<file path="config.mk">
export PLATFORM = sky130hd
export DESIGN_NAME = bp_cfg_boot_loader_flat
export DESIGN_NICKNAME = d
export VERILOG_FILES = /design/src/rtl/bp_cfg_link_pkg.sv /design/src/rtl/bp_cfg_boot_loader_if.sv /design/src/rtl/bp_cfg_boot_rom.sv /design/src/rtl/bp_cfg_boot_loader.sv /design/src/flat_wrapper.sv
export SDC_FILE = /design/constraint.sdc
export NUM_CORES = 1
export LEC_CHECK = 0
export BUFFER_PORTS_ARGS = -buffer_cell sky130_fd_sc_hd__buf_2
export CORE_MARGIN = 2
export CORE_UTILIZATION = 50
export CTS_CLUSTER_DIAMETER = 40
export DETAILED_ROUTE_END_ITERATION = 6
export GPL_ROUTABILITY_DRIVEN = 0
export GPL_TIMING_DRIVEN = 0
export PLACE_DENSITY = 0.75
export RECOVER_POWER = 25
export SKIP_LAST_GASP = 1
export SLEW_MARGIN = 20
export SYNTH_ARGS = -nofsm -noshare
export SYNTH_HDL_FRONTEND = slang
export SYNTH_HIERARCHICAL = 1
export SYNTH_SLANG_ARGS = --single-unit
</file>
<file path="constraint.sdc">
create_clock -name clk_i -period 2.3 [get_ports clk_i]
set_clock_uncertainty 0.1 [all_clocks]
set_input_delay 0.575 -clock clk_i [delete_from_list [all_inputs] [get_ports clk_i]]
set_output_delay 0.575 -clock clk_i [all_outputs]
set_load 0.01 [all_outputs]
</file>
<file path="src/rtl/bp_cfg_link_pkg.sv">
// Shared definitions for the boot-time config link: register map, loader states,
// processor geometry presets and the write record carried over the link.
package bp_cfg_link_pkg;

    typedef enum logic [15:0] {
        e_cfg_freeze      = 16'h0001,
        e_cfg_core_id     = 16'h0002,
        e_cfg_cord        = 16'h0003,
        e_cfg_icache_mode = 16'h0004,
        e_cfg_dcache_mode = 16'h0005,
        e_cfg_npc         = 16'h0006
    } bp_cfg_reg_e;

    typedef enum logic [1:0] {
        e_ld_idle     = 2'd0,
        e_ld_config   = 2'd1,
        e_ld_unfreeze = 2'd2,
        e_ld_done     = 2'd3
    } bp_cfg_loader_state_e;

    typedef enum logic [1:0] {
        e_bp_single_core_cfg = 2'd0,
        e_bp_dual_core_cfg   = 2'd1,
        e_bp_quad_core_cfg   = 2'd2,
        e_bp_oct_core_cfg    = 2'd3
    } bp_params_e;

    typedef struct packed {
        int cc_x_dim;
        int cc_y_dim;
        int ioc_y_dim;
        int paddr_width;
    } bp_proc_param_s;

    typedef struct packed {
        logic [7:0]  dst;
        logic [15:0] addr;
        logic [63:0] data;
    } bp_cfg_write_s;

    localparam int cfg_regs_per_core_gp = 6;

    function automatic bp_proc_param_s bp_get_proc_params(input bp_params_e cfg);
        bp_proc_param_s p;
        p.ioc_y_dim   = 1;
        p.paddr_width = 40;
        case (cfg)
            e_bp_dual_core_cfg: begin p.cc_x_dim = 2; p.cc_y_dim = 1; end
            e_bp_quad_core_cfg: begin p.cc_x_dim = 2; p.cc_y_dim = 2; end
            e_bp_oct_core_cfg:  begin p.cc_x_dim = 4; p.cc_y_dim = 2; end
            default:            begin p.cc_x_dim = 1; p.cc_y_dim = 1; end
        endcase
        return p;
    endfunction

endpackage

</file>
<file path="src/rtl/bp_cfg_boot_loader_if.sv">
// Valid/ready config-write link from the boot loader to the tile config ports.
interface bp_cfg_boot_loader_if #(
    parameter int dst_width_p  = 1,
    parameter int addr_width_p = 16,
    parameter int data_width_p = 64
);
    logic                    cfg_v;
    logic                    cfg_ready;
    logic [dst_width_p-1:0]  cfg_dst;
    logic [addr_width_p-1:0] cfg_addr;
    logic [data_width_p-1:0] cfg_data;

    modport master (output cfg_v, cfg_dst, cfg_addr, cfg_data, input cfg_ready);
    modport slave  (input cfg_v, cfg_dst, cfg_addr, cfg_data, output cfg_ready);
endinterface

</file>
<file path="src/rtl/bp_cfg_boot_rom.sv">
// Combinational table mapping (register index, core index) to the config write
// address and zero-extended data; the unfreeze pass always writes freeze=0.
module bp_cfg_boot_rom import bp_cfg_link_pkg::*; #(
    parameter int                  cc_x_dim_p    = 1,
    parameter int                  ioc_y_dim_p   = 1,
    parameter int                  core_width_p  = 1,
    parameter int                  addr_width_p  = 16,
    parameter int                  data_width_p  = 64,
    parameter int                  pc_width_p    = 40,
    parameter logic [pc_width_p-1:0] boot_pc_p   = '0,
    parameter int                  icache_mode_p = 1,
    parameter int                  dcache_mode_p = 1
) (
    input  logic                    unfreeze_i,
    input  logic [2:0]              reg_idx_i,
    input  logic [core_width_p-1:0] core_idx_i,
    output logic [addr_width_p-1:0] addr_o,
    output logic [data_width_p-1:0] data_o
);

    logic [31:0] core_full;
    logic [15:0] cord;

    // Tiles sit above the I/O complex rows, hence the y offset.
    assign core_full = 32'(core_idx_i);
    assign cord      = {8'(core_full / 32'(cc_x_dim_p) + 32'(ioc_y_dim_p)),
                        8'(core_full % 32'(cc_x_dim_p))};

    always_comb begin
        addr_o = '0;
        data_o = '0;
        if (unfreeze_i) begin
            addr_o = addr_width_p'(e_cfg_freeze);
        end else begin
            case (reg_idx_i)
                3'd0: begin
                    addr_o = addr_width_p'(e_cfg_freeze);
                    data_o = data_width_p'(1);
                end
                3'd1: begin
                    addr_o = addr_width_p'(e_cfg_core_id);
                    data_o = data_width_p'(core_idx_i);
                end
                3'd2: begin
                    addr_o = addr_width_p'(e_cfg_cord);
                    data_o = data_width_p'(cord);
                end
                3'd3: begin
                    addr_o = addr_width_p'(e_cfg_icache_mode);
                    data_o = data_width_p'(icache_mode_p);
                end
                3'd4: begin
                    addr_o = addr_width_p'(e_cfg_dcache_mode);
                    data_o = data_width_p'(dcache_mode_p);
                end
                3'd5: begin
                    addr_o = addr_width_p'(e_cfg_npc);
                    data_o = data_width_p'(boot_pc_p);
                end
                default: ;
            endcase
        end
    end

endmodule

</file>
<file path="src/rtl/bp_cfg_boot_loader.sv">
// Boot-time config sequencer: configures every core over the cfg link, then
// releases all cores from freeze and parks in DONE until reset.
module bp_cfg_boot_loader import bp_cfg_link_pkg::*; #(
    parameter bp_params_e  bp_params_p      = e_bp_single_core_cfg,
    parameter int          cfg_addr_width_p = 16,
    parameter int          cfg_data_width_p = 64,
    parameter logic [39:0] boot_pc_p        = 40'h00_8000_0000,
    parameter int          icache_mode_p    = 1,
    parameter int          dcache_mode_p    = 1
) (
    input  logic                 clk_i,
    input  logic                 reset_n_i,
    input  logic                 start_i,
    bp_cfg_boot_loader_if.master cfg_if,
    output logic                 busy_o,
    output logic                 done_o
);

    localparam bp_proc_param_s proc_lp = bp_get_proc_params(bp_params_p);
    localparam int num_core_lp   = proc_lp.cc_x_dim * proc_lp.cc_y_dim;
    localparam int core_width_lp = (num_core_lp > 1) ? $clog2(num_core_lp) : 1;

    if (cfg_data_width_p < proc_lp.paddr_width || cfg_data_width_p < $bits(boot_pc_p) ||
        cfg_data_width_p < 16 || cfg_data_width_p < core_width_lp) begin : g_bad_data_width
        $error("cfg_data_width_p too narrow for config fields");
    end
    if (cfg_addr_width_p < 16) begin : g_bad_addr_width
        $error("cfg_addr_width_p too narrow for config register map");
    end

    bp_cfg_loader_state_e        state_q, state_d;
    logic [core_width_lp-1:0]    core_idx_q, core_idx_d;
    logic [2:0]                  reg_idx_q, reg_idx_d;
    logic                        v_q, v_d, done_q;
    logic [core_width_lp-1:0]    dst_q;
    logic [cfg_addr_width_p-1:0] addr_q, rom_addr;
    logic [cfg_data_width_p-1:0] data_q, rom_data;
    logic                        fire, last_core, last_reg;

    assign fire      = v_q & cfg_if.cfg_ready;
    assign last_core = (core_idx_q == core_width_lp'(num_core_lp - 1));
    assign last_reg  = (reg_idx_q == 3'(cfg_regs_per_core_gp - 1));

    always_comb begin
        state_d    = state_q;
        core_idx_d = core_idx_q;
        reg_idx_d  = reg_idx_q;
        unique case (state_q)
            e_ld_idle: begin
                if (start_i) begin
                    state_d    = e_ld_config;
                    core_idx_d = '0;
                    reg_idx_d  = '0;
                end
            end
            e_ld_config: begin
                if (fire) begin
                    if (last_reg) begin
                        reg_idx_d = '0;
                        if (last_core) begin
                            state_d    = e_ld_unfreeze;
                            core_idx_d = '0;
                        end else begin
                            core_idx_d = core_idx_q + core_width_lp'(1);
                        end
                    end else begin
                        reg_idx_d = reg_idx_q + 3'd1;
                    end
                end
            end
            e_ld_unfreeze: begin
                if (fire) begin
                    if (last_core) begin
                        state_d    = e_ld_done;
                        core_idx_d = '0;
                    end else begin
                        core_idx_d = core_idx_q + core_width_lp'(1);
                    end
                end
            end
            default: ;
        endcase
    end

    // Outputs are registered from next-state so a new write appears the cycle after a fire.
    assign v_d = (state_d == e_ld_config) || (state_d == e_ld_unfreeze);

    bp_cfg_boot_rom #(
        .cc_x_dim_p    (proc_lp.cc_x_dim),
        .ioc_y_dim_p   (proc_lp.ioc_y_dim),
        .core_width_p  (core_width_lp),
        .addr_width_p  (cfg_addr_width_p),
        .data_width_p  (cfg_data_width_p),
        .pc_width_p    ($bits(boot_pc_p)),
        .boot_pc_p     (boot_pc_p),
        .icache_mode_p (icache_mode_p),
        .dcache_mode_p (dcache_mode_p)
    ) u_rom (
        .unfreeze_i (state_d == e_ld_unfreeze),
        .reg_idx_i  (reg_idx_d),
        .core_idx_i (core_idx_d),
        .addr_o     (rom_addr),
        .data_o     (rom_data)
    );

    always_ff @(posedge clk_i or negedge reset_n_i) begin
        if (!reset_n_i) begin
            state_q    <= e_ld_idle;
            core_idx_q <= '0;
            reg_idx_q  <= '0;
            v_q        <= 1'b0;
            done_q     <= 1'b0;
            dst_q      <= '0;
            addr_q     <= '0;
            data_q     <= '0;
        end else begin
            state_q    <= state_d;
            core_idx_q <= core_idx_d;
            reg_idx_q  <= reg_idx_d;
            v_q        <= v_d;
            done_q     <= (state_d == e_ld_done);
            dst_q      <= v_d ? core_idx_d : '0;
            addr_q     <= v_d ? rom_addr   : '0;
            data_q     <= v_d ? rom_data   : '0;
        end
    end

    assign cfg_if.cfg_v    = v_q;
    assign cfg_if.cfg_dst  = dst_q;
    assign cfg_if.cfg_addr = addr_q;
    assign cfg_if.cfg_data = data_q;
    assign busy_o          = v_q;
    assign done_o          = done_q;

endmodule
</file>
<file path="src/flat_wrapper.sv">
// flat-port wrapper written by rule: the top's interface ports become plain ports
module bp_cfg_boot_loader_flat import bp_cfg_link_pkg::*;
#(
    parameter bp_params_e  bp_params_p      = e_bp_single_core_cfg,
    parameter int          cfg_addr_width_p = 16,
    parameter int          cfg_data_width_p = 64,
    parameter logic [39:0] boot_pc_p        = 40'h00_8000_0000,
    parameter int          icache_mode_p    = 1,
    parameter int          dcache_mode_p    = 1
)
  (clk_i, reset_n_i, start_i, busy_o, done_o, cfg_if_cfg_v, cfg_if_cfg_dst, cfg_if_cfg_addr, cfg_if_cfg_data, cfg_if_cfg_ready);
  bp_cfg_boot_loader_if cfg_if_i ();
  input  logic clk_i;
  input  logic reset_n_i;
  input  logic start_i;
  output logic busy_o;
  output logic done_o;
  output wire logic [$bits(cfg_if_i.cfg_v)-1:0] cfg_if_cfg_v;
  output wire logic [$bits(cfg_if_i.cfg_dst)-1:0] cfg_if_cfg_dst;
  output wire logic [$bits(cfg_if_i.cfg_addr)-1:0] cfg_if_cfg_addr;
  output wire logic [$bits(cfg_if_i.cfg_data)-1:0] cfg_if_cfg_data;
  input wire logic [$bits(cfg_if_i.cfg_ready)-1:0] cfg_if_cfg_ready;
  assign cfg_if_cfg_v = cfg_if_i.cfg_v;
  assign cfg_if_cfg_dst = cfg_if_i.cfg_dst;
  assign cfg_if_cfg_addr = cfg_if_i.cfg_addr;
  assign cfg_if_cfg_data = cfg_if_i.cfg_data;
  assign cfg_if_i.cfg_ready = cfg_if_cfg_ready;
  bp_cfg_boot_loader #(.bp_params_p(bp_params_p), .cfg_addr_width_p(cfg_addr_width_p), .cfg_data_width_p(cfg_data_width_p), .boot_pc_p(boot_pc_p), .icache_mode_p(icache_mode_p), .dcache_mode_p(dcache_mode_p)) u_core (.clk_i(clk_i), .reset_n_i(reset_n_i), .start_i(start_i), .cfg_if(cfg_if_i), .busy_o(busy_o), .done_o(done_o));
endmodule
</file>
---- Word-level counts from Yosys, hierarchy flattened ----
Index checks and enable logic that the tools add are counted.
storage, ports and cells
  register bits ........................... 89
  output and inout port bits .............. 84
  logic and storage cells ................. 51
operators by class
  add/sub/neg operators ................... 3
  eq/ne operators ......................... 11
  mux-type cells .......................... 24
  bitwise logic cells ..................... 1
  reductions and logical operators ........ 4
operators by type and width
  kind                                                  count
  one-hot mux 32 bit (4 select lines)                   1
  2-to-1 mux 32 bit                                     2
  one-hot mux 3 bit (6 select lines)                    1
  2-to-1 mux 3 bit                                      5
  2-to-1 mux 2 bit                                      6
  equality test 3 bit (second input constant)           3
  equality test 2 bit (second input constant)           3
  equality test 3 x 2 -> 1 bit (second input constant)  2
  2-to-1 mux 1 bit                                      6
  one-hot mux 2 bit (3 select lines)                    1
  one-hot mux 3 bit (2 select lines)                    1
  equality test 2 x 1 -> 1 bit (second input constant)  2
  adder 3 x 1 -> 3 bit (second input constant)          1
  equality test 3 x 1 -> 1 bit (second input constant)  1
  zero test 3 bit                                       1
  one-hot mux 1 bit (3 select lines)                    1
  OR reduction 3 bit                                    1
  adder 1 x 1 -> 2 bit (second input constant)          1
  zero test 2 bit                                       1
  adder 1 bit (second input constant)                   1
  bitwise AND 1 bit                                     1
  logical OR 1 bit                                      1

---- Longest topological paths before layout ----
Gate-level depths: netlist (run 1).
  depth after elaboration ................. 9
  depth in mapped cells ................... 8
  gate-level depth less buffers ........... 6

---- Cells and area by module ----
The synthesis (run 1) kept the hierarchy.
by module, submodules not included
  module              times used  cells each  area an instance (µm²)  sequential area each (µm²)
  bp_cfg_boot_loader  1           213         3042.9                  2227.1
  bp_cfg_boot_rom     1           88          650.6                   0.0

---- Worst setup path before layout (run 1) ----
No wires, ideal clock.
  path type ............................... input port to flip-flop
  from .................................... input port start_i
  to ...................................... register u_core.data_q[0], in the netlist u_core/cfg_if.cfg_data[0]
  arrival time ............................ 1.901 ns
  slack ................................... 0.180 ns
  stages .................................. 7
  buffers on the path ..................... 2
  cell sequence ........................... or2b_1 o211a_1 a21o_1 ha_1 buf_4 clkbuf_1 and2b_1
on the way
  word-level cells in the longest chain between the ends .. 7
  elaborated cells between the ends (all ways) .. 19
  those cells by class .................... eq/ne (7); mux (9); reduce/logical (3)
RTL lines
  element                                      line                       RTL
  start, declared                              flat_wrapper.sv:15         input logic start_i;
  2-to-1 mux 3 bit                             bp_cfg_boot_loader.sv:50   if (start_i) begin
  one-hot mux 3 bit (2 select lines)           bp_cfg_boot_loader.sv:48   unique case (state_q)
  equality test 3 bit (tied with other cells)  bp_cfg_boot_rom.sv:35      case (reg_idx_i)
  OR reduction 3 bit (no line)                 n/a
  one-hot mux 32 bit (4 select lines)          bp_cfg_boot_rom.sv:35
  2-to-1 mux 32 bit                            bp_cfg_boot_rom.sv:32      if (unfreeze_i) begin
  2-to-1 mux 32 bit (*)                        bp_cfg_boot_loader.sv:124  data_q <= v_d ? rom_data : '0;
  end signal, assigned                         bp_cfg_boot_loader.sv:124
  end, declared                                bp_cfg_boot_loader.sv:37   logic [cfg_data_width_p-1:0] data_q, rom_data;
Mark *: on every way between the ends. The rest lies on a longest branch, timed or not.

---- Worst setup path after layout (run 1) ----
  from .................................... register u_core.state_q[1]
  to ...................................... register u_core.dst_q, in the netlist u_core/cfg_if.cfg_dst
on the way
  word-level cells in the longest chain between the ends .. 7
  elaborated cells between the ends (all ways) .. 15
  those cells by class .................... eq/ne (4); mux (9); reduce/logical (2)
RTL lines
  element                                                              line                       RTL
  start, declared                                                      bp_cfg_boot_loader.sv:31   bp_cfg_loader_state_e state_q, state_d;
  start signal, assigned                                               bp_cfg_boot_loader.sv:108  state_q <= e_ld_idle;
  start signal, assigned                                               bp_cfg_boot_loader.sv:117  state_q <= state_d;
  2-to-1 mux 2 bit                                                     bp_cfg_boot_loader.sv:60   if (last_core) begin
  2-to-1 mux 2 bit                                                     bp_cfg_boot_loader.sv:58   if (last_reg) begin
  2-to-1 mux 2 bit                                                     bp_cfg_boot_loader.sv:57   if (fire) begin
  one-hot mux 2 bit (3 select lines)                                   bp_cfg_boot_loader.sv:48
  equality test 2 x 1 -> 1 bit or equality test 2 bit (tied branches)  bp_cfg_boot_loader.sv:86   assign v_d = (state_d == e_ld_config) || (state_d == e_ld_unfreeze);
  logical OR 1 bit                                                     bp_cfg_boot_loader.sv:86
  2-to-1 mux 1 bit (*)                                                 bp_cfg_boot_loader.sv:122  dst_q <= v_d ? core_idx_d : '0;
  end signal, assigned                                                 bp_cfg_boot_loader.sv:122
  end, declared                                                        bp_cfg_boot_loader.sv:35   logic [core_width_lp-1:0] dst_q;
Marked as above.

==> flow_summary.yaml, run 1 <==
outcome:
  status: "complete, no violations"
cells_and_area:
  finish.net_count: 478
  num-fill-cells: 594
  layout-drive-gt1-share: 0.395
  final_cells: 575
  fin_util: 0.656
  fin_area_um2: 4730
  antenna_cells: 0
  area_growth_syn_to_layout_pct: 28.0
worst_setup_path:
  crit_chain: "or2b_1, o211a_1, a21o_1, ha_1, buf_4, buf_2, nor4b_2"
  slowest_delay_ns: 0.45
  required_ns: 2.45
  path_max_fanout: 10
  setup.worst_path.start_class: "flip-flop"
  crit_type: "flip-flop to flip-flop"
  cpMaxStageDelayCell: "dfrtp_1"
  arrival_ns: 2.26
  end_kind: "flip-flop"
global_route:
  grt.busiest_layer: "met2"
  grt_use_total: 0.154
  grtUsageMet1: 0.171
  grt_pass1_wl_um: 9850
  antenna_found_initial: 0
  grt_max_degree: 48
  grt-ovfl-total: 0
  globalRouteMet2Util: 0.263
  grt_util_met3: 0.0612
  grt_pass1_vias: 2285
die:
  boundaryPins: 88
  die_w_um: 90.0
  dieArea_um2: 8090
  rows: 31
  start_util: 0.512
  fp.coreArea_um2: 7210
  die_h_um: 90.0
clocking:
  clkTransAtPathRegs_ns: 0.08
  post-cts-setup-buffers: 0
  htreeDepth: 3
  clk_latency_ns: 0.34
  clkSinkCount: 89
  numCtsBuffers: 9
  cts_tree: "done"
  cts_root_buffer: "clkbuf_8"
  clock_path_buffers: 2
placement:
  io_buffers: 87
  placed_cell_area_um2: 4550
  place_inst: 560
  dpl.hpwl_um: 3970
yosys:
  synth_flop_cell: "dfrtp_1"
  avgSynthCellArea_um2: 12.3
  synth-adder-area-share: 0.00678
  synth_area_um2: 3690
  netlist_top_cells_area: "dfrtp_1, buf_4, nor2b_1"
  synth_commonest_cells: "dfrtp_1, buf_4, nor2b_1"
  synth_top_area_share: 0.603
  muxShareOfSynthArea: 0.00271
  synth_simple_gate_area_share: 0.200
  syn_inst: 301
  async_reset_ff_frac: 1.00
  synth_compound_area_frac: 0.0220
  synth_top_area_cell: "dfrtp_1"
  ys_seq_area_frac: 0.603
  synth_enable_flop_cells: 0
  synthXorXnorAreaFrac: 0
  ys_types: 31
  ys_ff_latch: 89
  ys_warn_count: 6
  synth_top_family_by_area: "simple AND/OR/NAND/NOR gates"
  synth.most_common_cell: "dfrtp_1"
sta:
  hold_violations: 0
  rsz0062_at_grt: "no"
  max-slew-margin-rel: 0.265
  maxSlewViolCount: 0
  tightest_slew_ns: 1.10
  fmax_ghz: 0.474
  setup_violations: 0
  finalCriticalPeriod_ns: 2.11
  whs_ns: 0.334
  fin_crit_sh: 0.918
  fin_setup_tns_ns: 0
routing:
  postRouteAntennaNets: 0
  totalWireLength_um: 5520
  drc: 0
  dr.pass1.iters: 4
  drtIter0Drc: 63
  viasPerCell: 3.89
  vias: 2236
  wl_per_cell_um: 9.61
job:
  drv_cap: 0
min_path:
  min_path_type: "input pin to async pin"
pwr:
  total_leakage_power_nw: 2.83
  p_per_area_nw_per_um2: 1090
  vdd_drop_max_mv: 0.587
[state kept, by name, indices dropped and copies added, names as in the netlist]
signal,flops
u_core/busy_o,1
u_core/cfg_if.cfg_addr,16
u_core/cfg_if.cfg_data,64
u_core/cfg_if.cfg_dst,1
u_core/core_idx_q,1
u_core/done_o,1
u_core/reg_idx_q,3
u_core/state_q,2
[cell families after synthesis]
family                     count (synthesis)
muxes                                      1
adders and majority gates                  2
and+or+nand+nor                          110
other                                      1
buffers and inverters                     86
DFF                                       89
AOI/OAI and AO/OA                         12
[critical path, delay by kind of cell, from the launching register on]
family          cells  cell delay, ns
compound gates      2            0.29
flops               1            0.45
simple gates        2            0.53
buf+inv             2            0.37
fa+ha+maj           1            0.28
[per-stage QoR]
step                      setup WS [ns]  total power [mW]
after CTS                        0.0122              5.21
after floorplan                   0.180              3.43
final                             0.189              5.15
after global routing             0.0611              5.56
after global placement           -0.200              4.10
after detailed placement         -0.205              4.14
[repair_timing]
| item | 4_1_cts | 5_1_grt |
|---|---|---|
| endpoints found under the setup margin | 0 | 3 |
| hold buffers | 0 | 0 |
| gates resized for setup | 0 | 6 |
[routing by layer]
metal | vias to the layer above | wire length, um
li1 | 1131 | -
met1 | 1033 | 2160
met2 | 61 | 2840
met3 | 11 | 412
met4 | 0 | 112
met5 | - | 0
[cell usage in the layout, fill, tap and decap left out, types with 3 or more instances in the layout]
cell | netlist | routed
a21oi_1 | 5 | 5
dfrtp_1 | 89 | 89
conb_1 | 1 | 73
clkbuf_8 | 0 | 11
nor2_1 | 3 | 3
clkbuf_2 | 0 | 4
buf_2 | 1 | 87
clkbuf_1 | 7 | 5
nor2b_1 | 46 | 46
nand3_1 | 7 | 7
and2b_1 | 35 | 35
nand2_1 | 4 | 4
buf_4 | 76 | 76
[final timing paths]
kind	from	endpoint	slack, ns	cells past startpoint
hold / removal	reset_n_i	u_core/cfg_if.cfg_data[60]	0.33	1
max in group asynchronous	reset_n_i	u_core/cfg_if.cfg_data[38]	0.52	2
hold reg to reg	u_core/core_idx_q	u_core/cfg_if.cfg_dst	0.51	1
min in group clk_i	u_core/core_idx_q	u_core/cfg_if.cfg_dst	0.51	1
setup / recovery	u_core/state_q[1]	u_core/cfg_if.cfg_dst	0.19	7
setup reg to reg	u_core/state_q[1]	u_core/cfg_if.cfg_dst	0.19	7
[layout make-up]
type / count / area (um2) / area share
sequential: 89 / 2230 / 0.471
multi-input combinational: 198 / 1130 / 0.238
buffer: 84 / 606 / 0.128
timing repair buffer: 88 / 443 / 0.0937
clock buffer: 12 / 155 / 0.0328
tap: 99 / 124 / 0.0262
clock inverter: 3 / 40.0 / 0.00847
inverter: 2 / 7.51 / 0.00159
[power breakdown]
part           internal [mW]  total, mW  switching, mW
Combinational          0.859       1.88           1.02
Sequential              2.06       2.23          0.165
Clock                  0.553       1.04          0.491
Power figures use the tool's default switching activity.
==> inputs of run 2 (changes only) <==
--- a/config.mk
+++ b/config.mk
@@ -7,12 +7,12 @@
 export LEC_CHECK = 0
 export BUFFER_PORTS_ARGS = -buffer_cell sky130_fd_sc_hd__buf_2
 export CORE_MARGIN = 2
-export CORE_UTILIZATION = 50
+export CORE_UTILIZATION = 55
 export CTS_CLUSTER_DIAMETER = 40
 export DETAILED_ROUTE_END_ITERATION = 6
 export GPL_ROUTABILITY_DRIVEN = 0
 export GPL_TIMING_DRIVEN = 0
-export PLACE_DENSITY = 0.75
+export PLACE_DENSITY = 0.82
 export RECOVER_POWER = 25
 export SKIP_LAST_GASP = 1
 export SLEW_MARGIN = 20
==> run 2 against run 1 <==
  * Worst setup slack lost 0.017 ns
  * Maximum frequency down 0.81%
  * Clock power up 8%
  * Register-to-register slack worse by 0.02 ns
  * Sequential power hardly changed
  * Total power grew 2.1%
  * Global-route usage increased by 1.9 points
  * Highest routed layer unchanged
  * Routed wire length increased by 5.6%
  * Via count up 0.89%
  * Design area is 0.26% lower
  * Die area is 8.7% lower
==> flow_summary.yaml, run 2 (synthesis results as in run 1) <==
sta:
  tightest_slew_ns: 1.07
  hold_violations: 0
  rsz0062_at_grt: "no"
  fin_ws_ns: 0.171
  fin_setup_tns_ns: 0
  finalCriticalPeriod_ns: 2.13
  setup_violations: 0
  max-slew-margin-rel: 0.284
  maxSlewViolCount: 0
  fin_crit_sh: 0.926
  fmax_ghz: 0.470
global_route:
  antenna_found_initial: 0
  grt_pass1_wl_um: 9740
  grt_pass1_vias: 2216
  grt-ovfl-total: 0
  grt_use_total: 0.173
  grt_max_degree: 46
worst_setup_path:
  rr_worst_depth: 7
  arrival_ns: 2.28
  path_max_fanout: 10
  crit_chain: "or2b_1, o211a_1, a21o_1, ha_1, buf_4, buf_2, nor4b_2"
  r2r_start: "u_core/state_q[1]"
  crit_type: "flip-flop to flip-flop"
  required_ns: 2.45
  setup.worst_path.start_class: "flip-flop"
  end_kind: "flip-flop"
  r2r_slack_ns: 0.17
  slowest_delay_ns: 0.44
  crit_end: "u_core/cfg_if.cfg_dst"
  reg2reg_to: "u_core/cfg_if.cfg_dst"
  cp-startpoint: "u_core/state_q[1]"
  cpMaxStageDelayCell: "dfrtp_1"
clocking:
  cts_tree: "done"
  clkTransAtPathRegs_ns: 0.08
  clk_latency_ns: 0.33
  clock_path_buffers: 2
  numCtsBuffers: 9
  cts_root_buffer: "clkbuf_8"
  htreeDepth: 3
  clkSinkCount: 89
pwr:
  total_leakage_power_nw: 2.84
  clkPwrFrac: 0.214
  switching_share: 0.323
  power_frac_comb: 0.362
  p_per_area_nw_per_um2: 1110
  intPower_mw: 3.56
  vdd_drop_max_mv: 0.524
  power_frac_seq: 0.424
  power.switching_mw: 1.70
die:
  start_util: 0.575
  die_w_um: 86.0
  die_h_um: 86.0
  boundaryPins: 88
  rows: 29
  fp.coreArea_um2: 6420
  dieArea_um2: 7390
routing:
  top_layer: "met4"
  vias: 2256
  dr.pass1.iters: 4
  drc: 0
  postRouteAntennaNets: 0
  viasPerCell: 4.08
  routed-wl-met3_um: 331
  totalWireLength_um: 5830
  route.met2.wl_um: 3150
  drtIter0Drc: 55
  m1WireLength_um: 2250
  wl_per_cell_um: 10.5
placement:
  io_buffers: 87
  pre_cts_ws_ns: -0.214
  dpl.hpwl_um: 4220
cells_and_area:
  antenna_cells: 0
  layout-drive-gt1-share: 0.393
  finish.net_count: 478
  fin_util: 0.734
  mostFrequentLayoutCells: "dfrtp_1, buf_2, buf_4, conb_1, nor2b_1"
  layout_commonest_cell: "dfrtp_1"
  largest_reg_flops: 64
  area_growth_syn_to_layout_pct: 27.7
outcome:
  status: "complete, no violations"
job:
  drv_cap: 0
min_path:
  min_path_type: "input pin to async pin"
## run 2: cell count changes in the layout (fill, tap and decap cells not counted), sizes merged
cell,previous run,this run
bufinv,1,2
clkinv,2,1
## run 2: timing repair
action                                  4_1_cts  5_1_grt
gates cloned                                  0        0
hold buffers                                  0        0
buffers inserted                              0        0
endpoints found under the setup margin        1        2
pin swaps                                     0        0
resized for setup                             1        4
## run 2: layout make-up
cell class	instances	area, um2
inverters	2	7.51
clock inverters	3	65.1
clock buffers	12	145
fillers	463	1710
well taps	77	96.3
plain buffers	84	606
repair buffers	88	443
multi-input cells	198	1130
flip-flops and latches	89	2230
## run 2: metal layers
layer | up-vias | GRT usage
li1 | 1128 | -
met1 | 1061 | 0.192
met2 | 60 | 0.304
met3 | 7 | 0.0491
met4 | 0 | 0.0837
met5 | - | 0
## run 2: metrics by stage
stage                     cells  power, mW  hold slack, ns  instance area [um2]
after floorplan             373       3.43           0.179                 3960
after global placement      537       4.09           0.489                 4500
after detailed placement    538       4.14           0.499                 4520
after CTS                   553       5.28           0.129                 4730
after global routing        553       5.61           0.407                 4720
final                       553       5.26           0.324                 4720
## run 2: worst min path at each step
stage,cells after the start,endpoint
6_report,1,u_core/cfg_if.cfg_data[22]
3_5_place_dp,1,u_core/cfg_if.cfg_data[22]
4_1_cts,1,u_core/cfg_if.cfg_data[15]
2_1_floorplan,0,u_core/busy_o
5_1_grt,1,u_core/cfg_if.cfg_data[16]
3_3_place_gp,1,u_core/cfg_if.cfg_dst
## run 2: worst max-delay path: cells and delay by family (launching register included)
kind            cells  cell delay (ns)
simple gates        2             0.54
flops               1             0.44
buf+inv             2             0.38
compound gates      2             0.30
fa+ha+maj           1             0.28
## run 2: power by group through the flow
stage               Combinational [mW]  Sequential [mW]  Clock (mW)
CTS                               1.89             2.23        1.16
floorplan                        0.905             2.53           0
global placement                  1.84             2.25           0
global route                      2.11             2.28        1.22
finish                            1.90             2.23        1.12
detailed placement                1.88             2.26           0
